## config.mk

```make
export PLATFORM = sky130hd
export DESIGN_NAME = rca_bist_ora
export DESIGN_NICKNAME = d
export VERILOG_FILES = /design/src/rtl/rca_bist_pkg.sv /design/src/rtl/rca_bist_ora_misr6.sv /design/src/rtl/rca_bist_ora.sv
export SDC_FILE = /design/constraint.sdc
export NUM_CORES = 1
export LEC_CHECK = 0
export BUFFER_PORTS_ARGS = -buffer_cell sky130_fd_sc_hd__buf_2
export CAP_MARGIN = 0
export CORE_UTILIZATION = 46
export DETAILED_ROUTE_END_ITERATION = 6
export PLACE_DENSITY = 0.73
export SYNTH_ARGS = -nofsm -noshare
export SYNTH_HDL_FRONTEND = slang
export SYNTH_SLANG_ARGS = --single-unit
```

## constraint.sdc

```tcl
create_clock -name clk -period 1.7 [get_ports clk]
set_clock_uncertainty 0.05 [all_clocks]
set_input_delay 0.255 -clock clk [delete_from_list [all_inputs] [get_ports clk]]
set_output_delay 0.255 -clock clk [all_outputs]
set_load 0.01 [all_outputs]
```

## src/rtl/rca_bist_pkg.sv

```systemverilog
// Shared definitions for the ripple-carry adder BIST response analyser:
// MISR width/taps, ORA state encoding and the MISR next-state function.
package rca_bist_pkg;

    localparam int          MISR_W    = 6;
    // x^6 + x^5 + 1 in internal-XOR form: feedback enters bit 0 and bit 5.
    localparam logic [5:0]  POLY_TAPS = 6'b100001;

    typedef enum logic [1:0] {
        COMPACT = 2'b00,
        CHECK   = 2'b01,
        DONE    = 2'b10
    } ora_state_e;

    // One MISR step: shift left, fold the old MSB back through the taps,
    // then XOR in the parallel response vector.
    function automatic logic [MISR_W-1:0] misr_next(
        input logic [MISR_W-1:0] q,
        input logic [MISR_W-1:0] d
    );
        logic fb;
        fb = q[MISR_W-1];
        misr_next = {q[MISR_W-2:0], 1'b0} ^ (fb ? POLY_TAPS : '0) ^ d;
    endfunction

endpackage

```

## src/rtl/rca_bist_ora_misr6.sv

```systemverilog
// Six-bit multiple-input signature register. Holds only the shift/XOR
// register; sequencing is decided by the enclosing analyser.
module misr6
    import rca_bist_pkg::*;
(
    input  logic              clk,
    input  logic              init,
    input  logic              load_en,
    input  logic [MISR_W-1:0] seed,
    input  logic [MISR_W-1:0] d,
    output logic [MISR_W-1:0] q
);

    logic [MISR_W-1:0] sig_q;
    logic [MISR_W-1:0] sig_d;

    // Next signature: compact d when enabled, otherwise hold.
    always_comb begin
        sig_d = sig_q;
        if (load_en) begin
            sig_d = misr_next(sig_q, d);
        end
    end

    // Signature register; init reloads the seed and beats load_en.
    always_ff @(posedge clk) begin
        if (init) begin
            sig_q <= seed;
        end else begin
            sig_q <= sig_d;
        end
    end

    assign q = sig_q;

endmodule

```

## src/rtl/rca_bist_ora.sv

```systemverilog
// Output response analyser for the 5-bit ripple-carry adder BIST loop.
// Compacts {c_out, s} into a MISR for N_PATTERNS strobes, then compares
// the signature against GOLDEN and latches pass/fail until init.
module rca_bist_ora
    import rca_bist_pkg::*;
#(
    parameter int unsigned N_PATTERNS = 32,
    parameter logic [5:0]  SEED       = 6'h00,
    parameter logic [5:0]  GOLDEN     = 6'h00
) (
    input  logic       clk,
    input  logic       init,
    input  logic       en,
    input  logic [4:0] s,
    input  logic       c_out,
    output logic [5:0] signature,
    output logic [7:0] count,
    output logic       done,
    output logic       pass,
    output logic       fail
);

    // Pattern count at which the run ends; N_PATTERNS is limited to 1..255.
    localparam logic [7:0] LAST_COUNT = 8'(N_PATTERNS);

    ora_state_e  state_q, state_d;
    logic [7:0]  count_q, count_d;
    logic        done_q, done_d;
    logic        pass_q, pass_d;
    logic        fail_q, fail_d;

    logic        misr_load;
    logic        misr_clear;
    logic [5:0]  misr_q;
    logic [5:0]  resp;

    assign resp = {c_out, s};

    // Sequencing: count strobes while compacting, judge once, then freeze.
    always_comb begin
        state_d    = state_q;
        count_d    = count_q;
        done_d     = done_q;
        pass_d     = pass_q;
        fail_d     = fail_q;
        misr_load  = 1'b0;
        misr_clear = 1'b0;
        case (state_q)
            COMPACT: begin
                if (en) begin
                    misr_load = 1'b1;
                    count_d   = count_q + 8'd1;
                    if (count_q + 8'd1 == LAST_COUNT) begin
                        state_d = CHECK;
                    end
                end
            end
            CHECK: begin
                done_d  = 1'b1;
                pass_d  = (misr_q == GOLDEN);
                fail_d  = (misr_q != GOLDEN);
                state_d = DONE;
            end
            DONE: begin
                state_d = DONE;
            end
            default: begin
                // Illegal encoding: behave as if init had been seen.
                state_d    = COMPACT;
                count_d    = 8'd0;
                done_d     = 1'b0;
                pass_d     = 1'b0;
                fail_d     = 1'b0;
                misr_clear = 1'b1;
            end
        endcase
    end

    // State, counter and verdict registers with init taking priority.
    always_ff @(posedge clk) begin
        if (init) begin
            state_q <= COMPACT;
            count_q <= 8'd0;
            done_q  <= 1'b0;
            pass_q  <= 1'b0;
            fail_q  <= 1'b0;
        end else begin
            state_q <= state_d;
            count_q <= count_d;
            done_q  <= done_d;
            pass_q  <= pass_d;
            fail_q  <= fail_d;
        end
    end

    misr6 u_misr (
        .clk     (clk),
        .init    (init | misr_clear),
        .load_en (misr_load),
        .seed    (SEED),
        .d       (resp),
        .q       (misr_q)
    );

    assign signature = misr_q;
    assign count     = count_q;
    assign done      = done_q;
    assign pass      = pass_q;
    assign fail      = fail_q;

endmodule
```

==> results of run 1 <==
final cells by class:
class,instances,area [µm²]
inverter,6,22.5
clock inverter,1,5.00
tap,28,35.0
multi-input combinational,100,644
fill,196,896
sequential,19,388
clock buffer,3,22.5
timing repair buffer,32,178
kinds of logic (layout without fill, tap and decap cells):
kind of cell | Yosys count | count (layout)
AND/OR/NAND/NOR | 50 | 50
AO/OA/AOI/OAI | 35 | 35
flip-flops | 19 | 19
buffers and inverters | 12 | 42
adder cells (fa/ha/maj) | 7 | 7
XOR/XNOR | 7 | 7
multiplexers | 1 | 1
per-stage QoR:
stage	cell area, µm²	utilization, %
4_1_cts	1280	58.6
3_5_place_dp	1260	57.3
3_3_place_gp	1260	57.3
6_report	1290	59.1
2_1_floorplan	1070	-
5_1_grt	1290	59.1
final timing paths:
path	from	end	slack [ns]
hold / removal	s[2]	u_misr.q[2]	0.17
setup / recovery	count[1]	state_q[1]	0.15
hold reg to reg	done	done	0.43
setup reg to reg	count[1]	state_q[1]	0.15
routing by layer:
| metal | global-route usage, % | wire length [µm] | up-vias |
|---|---|---|---|
| met2 | 35.3 | 1120 | 27 |
| li1 | - | - | 529 |
| met1 | 25.5 | 1070 | 453 |
| met3 | 5.86 | 106 | 2 |
| met5 | 0 | 0 | - |
| met4 | 8.10 | 18 | 0 |
worst max-delay path: stages (launching register included):
cell	delay (ns)
dfxtp_4	0.39
ha_1	0.20
buf_4	0.15
nor4_1	0.18
a31oi_1	0.11
o31ai_2	0.23
mux2i_1	0.20
synthesized netlist by cell type:
cell | count | area share [%]
mux2i_1 | 1 | 0.94
ha_1 | 7 | 8.2
or2_2 | 2 | 1.2
nor4_1 | 2 | 1.2
nand2b_1 | 1 | 0.59
nor3_1 | 5 | 2.3
nand2_1 | 8 | 2.8
nor2_1 | 19 | 6.7
o21ai_0 | 6 | 2.8
o31a_1 | 1 | 0.82
nor2b_1 | 1 | 0.59
or2_1 | 1 | 0.59
dfxtp_1 | 19 | 36
a22oi_1 | 1 | 0.71
o31ai_2 | 1 | 1.2
xor2_1 | 1 | 0.82
a21oi_1 | 11 | 5.2
nand3_2 | 1 | 0.94
inv_1 | 6 | 2.1
and2_1 | 1 | 0.59
nor3_2 | 1 | 0.94
xnor2_1 | 6 | 4.9
nand3_1 | 2 | 0.94
nand4_1 | 5 | 2.9
a211oi_1 | 6 | 4.2
a21o_1 | 5 | 3.5
buf_2 | 1 | 0.47
o21bai_1 | 1 | 0.71
a211o_2 | 1 | 0.94
nand4b_2 | 1 | 1.4
a31oi_1 | 2 | 1.2
buf_1 | 1 | 0.35
clkbuf_1 | 4 | 1.4
registers in the layout, indices dropped and copies added (netlist names):
| name | count |
|---|---|
| fail | 1 |
| state_q | 2 |
| u_misr.q | 6 |
| done | 1 |
| count | 8 |
| pass | 1 |
power by group through the flow:
stage	clock network, mW	logic, mW	registers [mW]
after detailed placement	0	0.123	0.492
final	0.241	0.124	0.481
after CTS	0.241	0.123	0.482
after global routing	0.256	0.141	0.483
after global placement	0	0.119	0.491
after floorplan	0	0.0681	0.501
timing repair:
action,4_1_cts,5_1_grt
hold endpoints to repair,0,0
setup buffers,0,0
endpoints found under the setup margin,0,9
resized for setup,0,7
==> results.sh, run 1 <==
export IMPL_port_buffers=25
export IMPL_ir_drop_uv=554
export IMPL_maxCapViolations=0
export IMPL_synthMuxAreaShare_pct=0.940
export IMPL_grt_util_all_layers_pct=21.2
export IMPL_core_um2=2190
export IMPL_fin_nets=178
export IMPL_die_h_um=50.1
export IMPL_grt_pass1_vias=924
export IMPL_power_switching_share_pct=28.1
export IMPL_synth_top_family_by_area="simple AND/OR/NAND/NOR gates"
export IMPL_final_cells=189
export IMPL_period_needed_ns=1.55
export IMPL_start_util_pct=48.6
export IMPL_wirelength_um=2310
export IMPL_syn_inst=131
export IMPL_insertion_delay_ns=0.32
export IMPL_drc_errors=0
export IMPL_layout_common_cells="buf_2, nor2_1, dfxtp_1"
export IMPL_cp_start_kind="flip-flop"
export IMPL_cts_made_buffers=3
export IMPL_powerDensity_nw_per_um2=653
export IMPL_grt_overflow=0
export IMPL_synth_area_um2=1060
export IMPL_rsz0062_at_grt="no"
export IMPL_total_power_uw=845
export IMPL_crit_fanout=9
export IMPL_grt_pass1_wl_um=3990
export IMPL_drtIter0Drc=19
export IMPL_synth_area_per_cell_um2=8.13
export IMPL_leakagePower_nw=0.576
export IMPL_pwr_share_comb_pct=14.6
export IMPL_antenna_found_initial=0
export IMPL_cts_clk_slew_worst_paths_ns=0.12
export IMPL_holdPathStages=3
export IMPL_grt_max_degree=15
export IMPL_finalSetupTns_ns=0
export IMPL_clockPowerShare_pct=28.5
export IMPL_status="complete, no violations"
export IMPL_path_class="reg -> reg"
export IMPL_net_switching_power_uw=238
export IMPL_num_vias=1011
export IMPL_synth_compound_area_share_pct=21.3
export IMPL_yosys_area_share_simple_pct=23.7
export IMPL_ys_warnings_count=0
export IMPL_cts_tree="done"
export IMPL_synth_adder_area_share_pct=8.23
export IMPL_period_share_pct=91.3
export IMPL_cts_hold_buf=0
export IMPL_avgViaCountPerCell=5.35
export IMPL_drive_gt1_share_pct=31.1
export IMPL_dpl_hpwl_um=1770
export IMPL_finalSetupViolCount=0
export IMPL_required_ns=1.91
export IMPL_synth_cell_type_count=33
export IMPL_slew_violations=0
export IMPL_place_congestion=0.798
export IMPL_final_common_cell="buf_2"
export IMPL_placementRows=17
export IMPL_max_freq_ghz=0.645
export IMPL_cts_sinks=19
export IMPL_h_tree_depth=1
export IMPL_power_frac_seq_pct=56.9
export IMPL_p_int_uw=608
export IMPL_synth_seq_cells=19
export IMPL_finalHoldViolCount=0
export IMPL_die_area_um2=2510
export IMPL_r2r_cells=6
export IMPL_n_antenna_cell=0
export IMPL_area_growth_synth_to_final_pct=21.6
export IMPL_fin_hold_ws_ns=0.172
export IMPL_cts_max_path_buffers=2
export IMPL_ant_nets=0
export IMPL_dpl_worst_slack_ns=0.0621
export IMPL_cp_data_arrival_time_ns=1.76
export IMPL_finalWorstSetupSlack_ns=0.149
export IMPL_synth_xor_area_share_pct=5.76
export IMPL_placed_cells=185
export IMPL_synth_seq_area_share_pct=35.7
export IMPL_cts_root_buf="clkbuf_4"
export IMPL_hp_class="in -> reg"
export IMPL_worst_pin_slew_ns=0.406
export IMPL_io_pins=26
export IMPL_wire_per_inst_um=12.2
export IMPL_cp_end_kind="flip-flop"
export IMPL_slew_headroom_pct=72.7
export IMPL_drtPass1Iterations=4
export IMPL_synth_nets=147
export IMPL_die_x_um=50.1
(Power assumes the default switching activity.)
==> run 2, diff against run 1 <==
clock period = 1.3 ns   (was 1.7 ns; I/O delays follow)
==> run 2 against run 1 <==
  * The flow now finishes with violations (setup timing)
  * Total power increased by 39%
  * Sequential cell count is the same
  * Maximum frequency increased by 1.9%
  * Critical path type unchanged
  * Non-clock buffer count is 25 higher
  * Final area increased by 37%
  * Critical endpoint unchanged
  * Routed wire length grew 55%
  * Final cell count is 13% higher
  * Clock-buffer cell count increased by 1
==> results.sh, run 2 (synthesized netlist as in run 1, its figures left out) <==
export IMPL_status="finished, violations left"
export IMPL_violations="setup timing"
export IMPL_cp_end_kind="flip-flop"
export IMPL_grt_pass1_wl_um=4950
export IMPL_die_x_um=50.1
export IMPL_required_ns=1.48
export IMPL_placed_cells=205
export IMPL_powerDensity_nw_per_um2=661
export IMPL_grt_overflow=0
export IMPL_cp_start_kind="flip-flop"
export IMPL_grt_util_all_layers_pct=26.4
export IMPL_largest_reg_flops=8
export IMPL_slowest_stage="dfxtp_4"
export IMPL_final_common_cell="buf_2"
export IMPL_die_area_um2=2510
export IMPL_n_antenna_cell=0
export IMPL_placementRows=17
export IMPL_drive_gt1_share_pct=60.8
export IMPL_slew_violations=0
export IMPL_worst_pin_slew_ns=0.412
export IMPL_r2r_cells=5
export IMPL_final_area_um2=1780
export IMPL_pwr_share_comb_pct=19.9
export IMPL_ir_drop_uv=777
export IMPL_start_util_pct=48.6
export IMPL_leakagePower_nw=0.777
export IMPL_seq_area_um2=404
export IMPL_min_from="s[4]"
export IMPL_maxCapViolations=0
export IMPL_fin_nets=203
export IMPL_finalWorstSetupSlack_ns=-0.222
export IMPL_grt_pass1_vias=1127
export IMPL_critPathMaxStageDelay_ns=0.39
export IMPL_final_cells=214
export IMPL_area_growth_synth_to_final_pct=67.2
export IMPL_die_h_um=50.1
export IMPL_period_needed_ns=1.52
export IMPL_crit_chain="a211o_2 > nand2_2 > a31oi_4 > o31ai_4 > mux2i_1"
export IMPL_avgViaCountPerCell=5.57
export IMPL_cts_clk_slew_worst_paths_ns=0.12
export IMPL_net_switching_power_uw=342
export IMPL_total_power_mw=1.18
export IMPL_rsz0062_at_grt="yes"
export IMPL_io_pins=26
export IMPL_place_congestion=0.880
export IMPL_max_freq_ghz=0.657
export IMPL_dpl_hpwl_um=2140
export IMPL_num_vias=1191
export IMPL_wirelength_um=3570
export IMPL_drtIter0Drc=31
export IMPL_cts_made_buffers=3
export IMPL_slew_headroom_pct=72.3
export IMPL_dpl_worst_slack_ns=-0.192
export IMPL_power_switching_share_pct=29.1
export IMPL_insertion_delay_ns=0.30
export IMPL_cts_sinks=19
export IMPL_holdPathStages=3
export IMPL_finalSetupViolCount=13
export IMPL_drc_errors=0
export IMPL_port_buffers=25
export IMPL_period_share_pct=117
export IMPL_nFillCells=122
export IMPL_core_um2=2190
export IMPL_cts_tree="done"
export IMPL_place_area_um2=1470
export IMPL_cp_data_arrival_time_ns=1.70
export IMPL_timing_rr_end="state_q[1]"
export IMPL_worstReg2RegStart="count[1]"
export IMPL_drtPass1Iterations=4
export IMPL_hp_class="in -> reg"
export IMPL_grt_max_degree=14
export IMPL_r2r_slack_ns=-0.22
export IMPL_p_int_uw=834
export IMPL_multi_input_area_um2=887
export IMPL_clockPowerShare_pct=26.7
export IMPL_antenna_found_initial=0
export IMPL_cts_max_path_buffers=2
export IMPL_path_class="reg -> reg"
export IMPL_power_frac_seq_pct=53.4
export IMPL_h_tree_depth=1
export IMPL_crit_fanout=5
export IMPL_finalHoldViolCount=0
export IMPL_layout_common_cells="buf_2, buf_4, nor2_1"
export IMPL_wire_per_inst_um=16.7
export IMPL_min_to="u_misr.q[4]"
export IMPL_cts_root_buf="clkbuf_4"
export IMPL_ant_nets=0
export IMPL_finalSetupTns_ns=-0.937
==> run 2: cell count changes in the layout (fill, tap and decap cells not counted), sizes merged <==
cell	change
clkbuf	+1
clkinv	-1
buf	+25
==> run 2: power by group through the flow <==
| stage | sequential, mW | clock (mW) | combinational [mW] |
|---|---|---|---|
| after global routing | 0.632 | 0.340 | 0.255 |
| after global placement | 0.636 | 0 | 0.174 |
| final | 0.628 | 0.314 | 0.234 |
| after floorplan | 0.649 | 0 | 0.0914 |
| after CTS | 0.625 | 0.318 | 0.198 |
| after detailed placement | 0.639 | 0 | 0.180 |
==> run 2: worst max-delay path by stage <==
| stage | from | to | slack [ns] |
|---|---|---|---|
| floorplan | count[1] | state_q[1] | -0.11 |
| global placement | count[1] | state_q[1] | -0.11 |
| detailed placement | count[1] | state_q[1] | -0.19 |
| global route | count[1] | state_q[0] | -0.25 |
| CTS | count[0] | state_q[1] | -0.18 |
| finish | count[1] | state_q[1] | -0.22 |
==> run 2: metal layers <==
metal,vias up,wire length (µm),track usage [%]
li1,570,-,-
met1,568,1440,29.9
met2,41,1910,47.8
met3,12,128,3.40
met4,0,93,12.4
met5,-,0,0
==> run 2: what timing repair did <==
item | in CTS | in global routing
setup endpoints to repair | 17 | 20
pin swaps | 18 | 15
hold endpoints to repair | 0 | 0
gates resized for setup | 21 | 38
setup buffers | 2 | 4
hold buffers | 0 | 0
cloned | 0 | 0
==> run 2: final cells by class <==
cell class,count,area share [%]
clock buffers,4,1.48
multi-input cells,100,49.8
inverters,6,1.26
well taps,28,1.97
repair buffers,57,22.8
flip-flops and latches,19,22.7
==> run 2: per-stage QoR <==
stage	hold WS [ns]	utilization, %
2_1_floorplan	0.208	-
3_3_place_gp	0.411	67.0
3_5_place_dp	0.421	67.0
4_1_cts	0.130	73.2
5_1_grt	0.149	81.3
6_report	0.157	81.3
==> run 2: critical path, delay by kind of cell, from the launching register on <==
kind	cells	cell delay, ns
AOI/OAI and AO/OA	3	0.69
DFF	1	0.39
muxes	1	0.22
and+or+nand+nor	1	0.09
==> run 3, diff against run 2 <==
BUFFER_PORTS_ARGS = not set   (was -buffer_cell sky130_fd_sc_hd__buf_2)
CORE_UTILIZATION = 55   (was 46)
DONT_BUFFER_PORTS = 1   (was not set)
==> run 3 against run 2 <==
  * The run still ends with setup timing left
  * Non-clock buffer count fell by 16
  * Global-route usage rose by 11 points
  * Clock-buffer cell count did not move
  * Die area fell by 16%
  * Maximum frequency fell by 8.7%
  * Register-to-register slack got worse by 0.14 ns
  * Combinational power fell by 6%
  * Final cell count fell by 8.9%
  * First-iteration DRC count rose by 130%
  * Sequential power fell by 0.8%
  * Via count rose by 7.8%
  * Sequential share of layout area rose by 1.9 points
  * Largest cell class unchanged
  * Largest power group unchanged
==> results.sh, run 3 (synthesized netlist as in run 1, its figures left out) <==
export IMPL_worst_pin_slew_ns=0.581
export IMPL_drtIter0Drc=71
export IMPL_final_area_um2=1630
export IMPL_antenna_found_initial=0
export IMPL_cp_end_kind="flip-flop"
export IMPL_grt_overflow=0
export IMPL_finalSetupTns_ns=-2.78
export IMPL_maxCapViolations=0
export IMPL_placementRows=15
export IMPL_total_power_mw=1.16
export IMPL_critPathBufInv=1
export IMPL_die_x_um=46
export IMPL_nFillCells=72
export IMPL_holdPathStages=2
export IMPL_crit_fanout=7
export IMPL_slew_violations=0
export IMPL_grt_max_degree=13
export IMPL_die_h_um=46
export IMPL_ant_nets=0
export IMPL_dpl_worst_slack_ns=-0.159
export IMPL_n_antenna_cell=0
export IMPL_rsz0062_at_grt="yes"
export IMPL_grt_util_all_layers_pct=37.7
export IMPL_largest_reg_flops=8
export IMPL_ir_drop_uv=734
export IMPL_num_vias=1284
export IMPL_timing_rr_end="count[5]"
export IMPL_min_to="u_misr.q[4]"
export IMPL_status="finished, violations left"
export IMPL_dpl_hpwl_um=2050
export IMPL_place_congestion=0.852
export IMPL_hp_class="in -> reg"
export IMPL_worst_path_dominant_cell_family="simple AND/OR/NAND/NOR gates"
export IMPL_period_needed_ns=1.67
export IMPL_port_buffers=0
export IMPL_finalHoldViolCount=0
export IMPL_drtPass1Iterations=5
export IMPL_start_util_pct=60.4
export IMPL_wirelength_um=4330
export IMPL_crit_chain="inv_2 > ha_4 > nand2b_4 > nor3_1 > a21oi_2 > nor2_1"
export IMPL_worstReg2RegStart="state_q[1]"
export IMPL_path_class="reg -> reg"
export IMPL_wire_per_inst_um=22.2
export IMPL_cts_clk_slew_worst_paths_ns=0.12
export IMPL_cts_sinks=19
export IMPL_h_tree_depth=1
export IMPL_required_ns=1.50
export IMPL_cts_max_path_buffers=2
export IMPL_powerDensity_nw_per_um2=711
export IMPL_insertion_delay_ns=0.31
export IMPL_avgViaCountPerCell=6.58
export IMPL_grt_pass1_vias=1199
export IMPL_slew_headroom_pct=60.9
export IMPL_cts_tree="done"
export IMPL_min_from="s[4]"
export IMPL_cts_made_buffers=3
export IMPL_finalWorstSetupSlack_ns=-0.367
export IMPL_io_pins=26
export IMPL_leakagePower_nw=0.677
export IMPL_final_common_cell="buf_4"
export IMPL_fin_util_pct=92.3
export IMPL_cp_data_arrival_time_ns=1.87
export IMPL_max_freq_ghz=0.600
export IMPL_drive_gt1_share_pct=45.3
export IMPL_violations="setup timing"
export IMPL_layout_common_cells="buf_4, nor2_1, dfxtp_1"
export IMPL_cp_start_kind="flip-flop"
export IMPL_r2r_cells=6
export IMPL_r2r_slack_ns=-0.37
export IMPL_place_area_um2=1380
export IMPL_critPathMaxStageDelay_ns=0.44
export IMPL_drc_errors=0
export IMPL_area_growth_synth_to_final_pct=53.0
export IMPL_fin_nets=187
export IMPL_finalSetupViolCount=17
export IMPL_period_share_pct=128
export IMPL_core_um2=1760
export IMPL_cts_root_buf="clkbuf_4"
export IMPL_slowest_stage="nor3_1"
export IMPL_die_area_um2=2120
export IMPL_grt_pass1_wl_um=5550
==> run 3: cell count changes in the layout (fill, tap and decap cells not counted), sizes merged <==
cell         change
dlygate4sd3      +2
buf             -18
==> run 3: power by group <==
group | total [mW] | switching, mW | internal [mW]
Clock | 0.315 | 0.195 | 0.120
Sequential | 0.623 | 0.0259 | 0.598
Combinational | 0.221 | 0.117 | 0.104
Total | 1.16 | 0.338 | 0.821
==> run 3: worst max path at each step <==
stage,start,endpoint,cells past startpoint
5_1_grt,state_q[1],done,6
6_report,state_q[1],count[5],6
2_1_floorplan,count[1],state_q[1],5
3_3_place_gp,count[1],state_q[1],5
3_5_place_dp,count[1],state_q[1],5
4_1_cts,count[0],state_q[1],6
==> run 3: stage by stage <==
step	hold slack [ns]	instances
2_1_floorplan	0.208	131
5_1_grt	0.0555	195
3_5_place_dp	0.212	181
4_1_cts	0.0257	194
3_3_place_gp	0.210	181
6_report	0.0442	195
==> run 3: layer usage <==
metal	wire (µm)	up-vias	part of all wire, %	GRT usage, %
li1	-	548	-	-
met1	1660	589	38	44.3
met2	1990	110	46	62.8
met3	481	37	11	7.94
met4	194	0	4.5	20.6
met5	0	-	0	0
==> run 3: what timing repair did <==
item / 4_1_cts / 5_1_grt
hold endpoints to repair: 12 / 0
buffers inserted: 7 / 1
pin swaps: 9 / 5
hold buffers: 2 / 0
gates resized for setup: 14 / 14
setup endpoints to repair: 16 / 19
==> run 3: cell type report <==
class / count / area [µm²] / area share (%)
Clock buffer: 4 / 26.3 / 1.61
Inverter: 6 / 22.5 / 1.38
Multi-Input combinational cell: 100 / 812 / 49.8
Sequential cell: 19 / 400 / 24.6
Tap cell: 25 / 31.3 / 1.92
Timing Repair Buffer: 41 / 337 / 20.7
==> run 3: worst register-to-register path, delay by kind of cell, from the launching register on <==
family / cells / cell delay, ns
simple gates: 3 / 0.76
buf+inv: 1 / 0.08
compound gates: 1 / 0.06
fa+ha+maj: 1 / 0.27
flops: 1 / 0.40
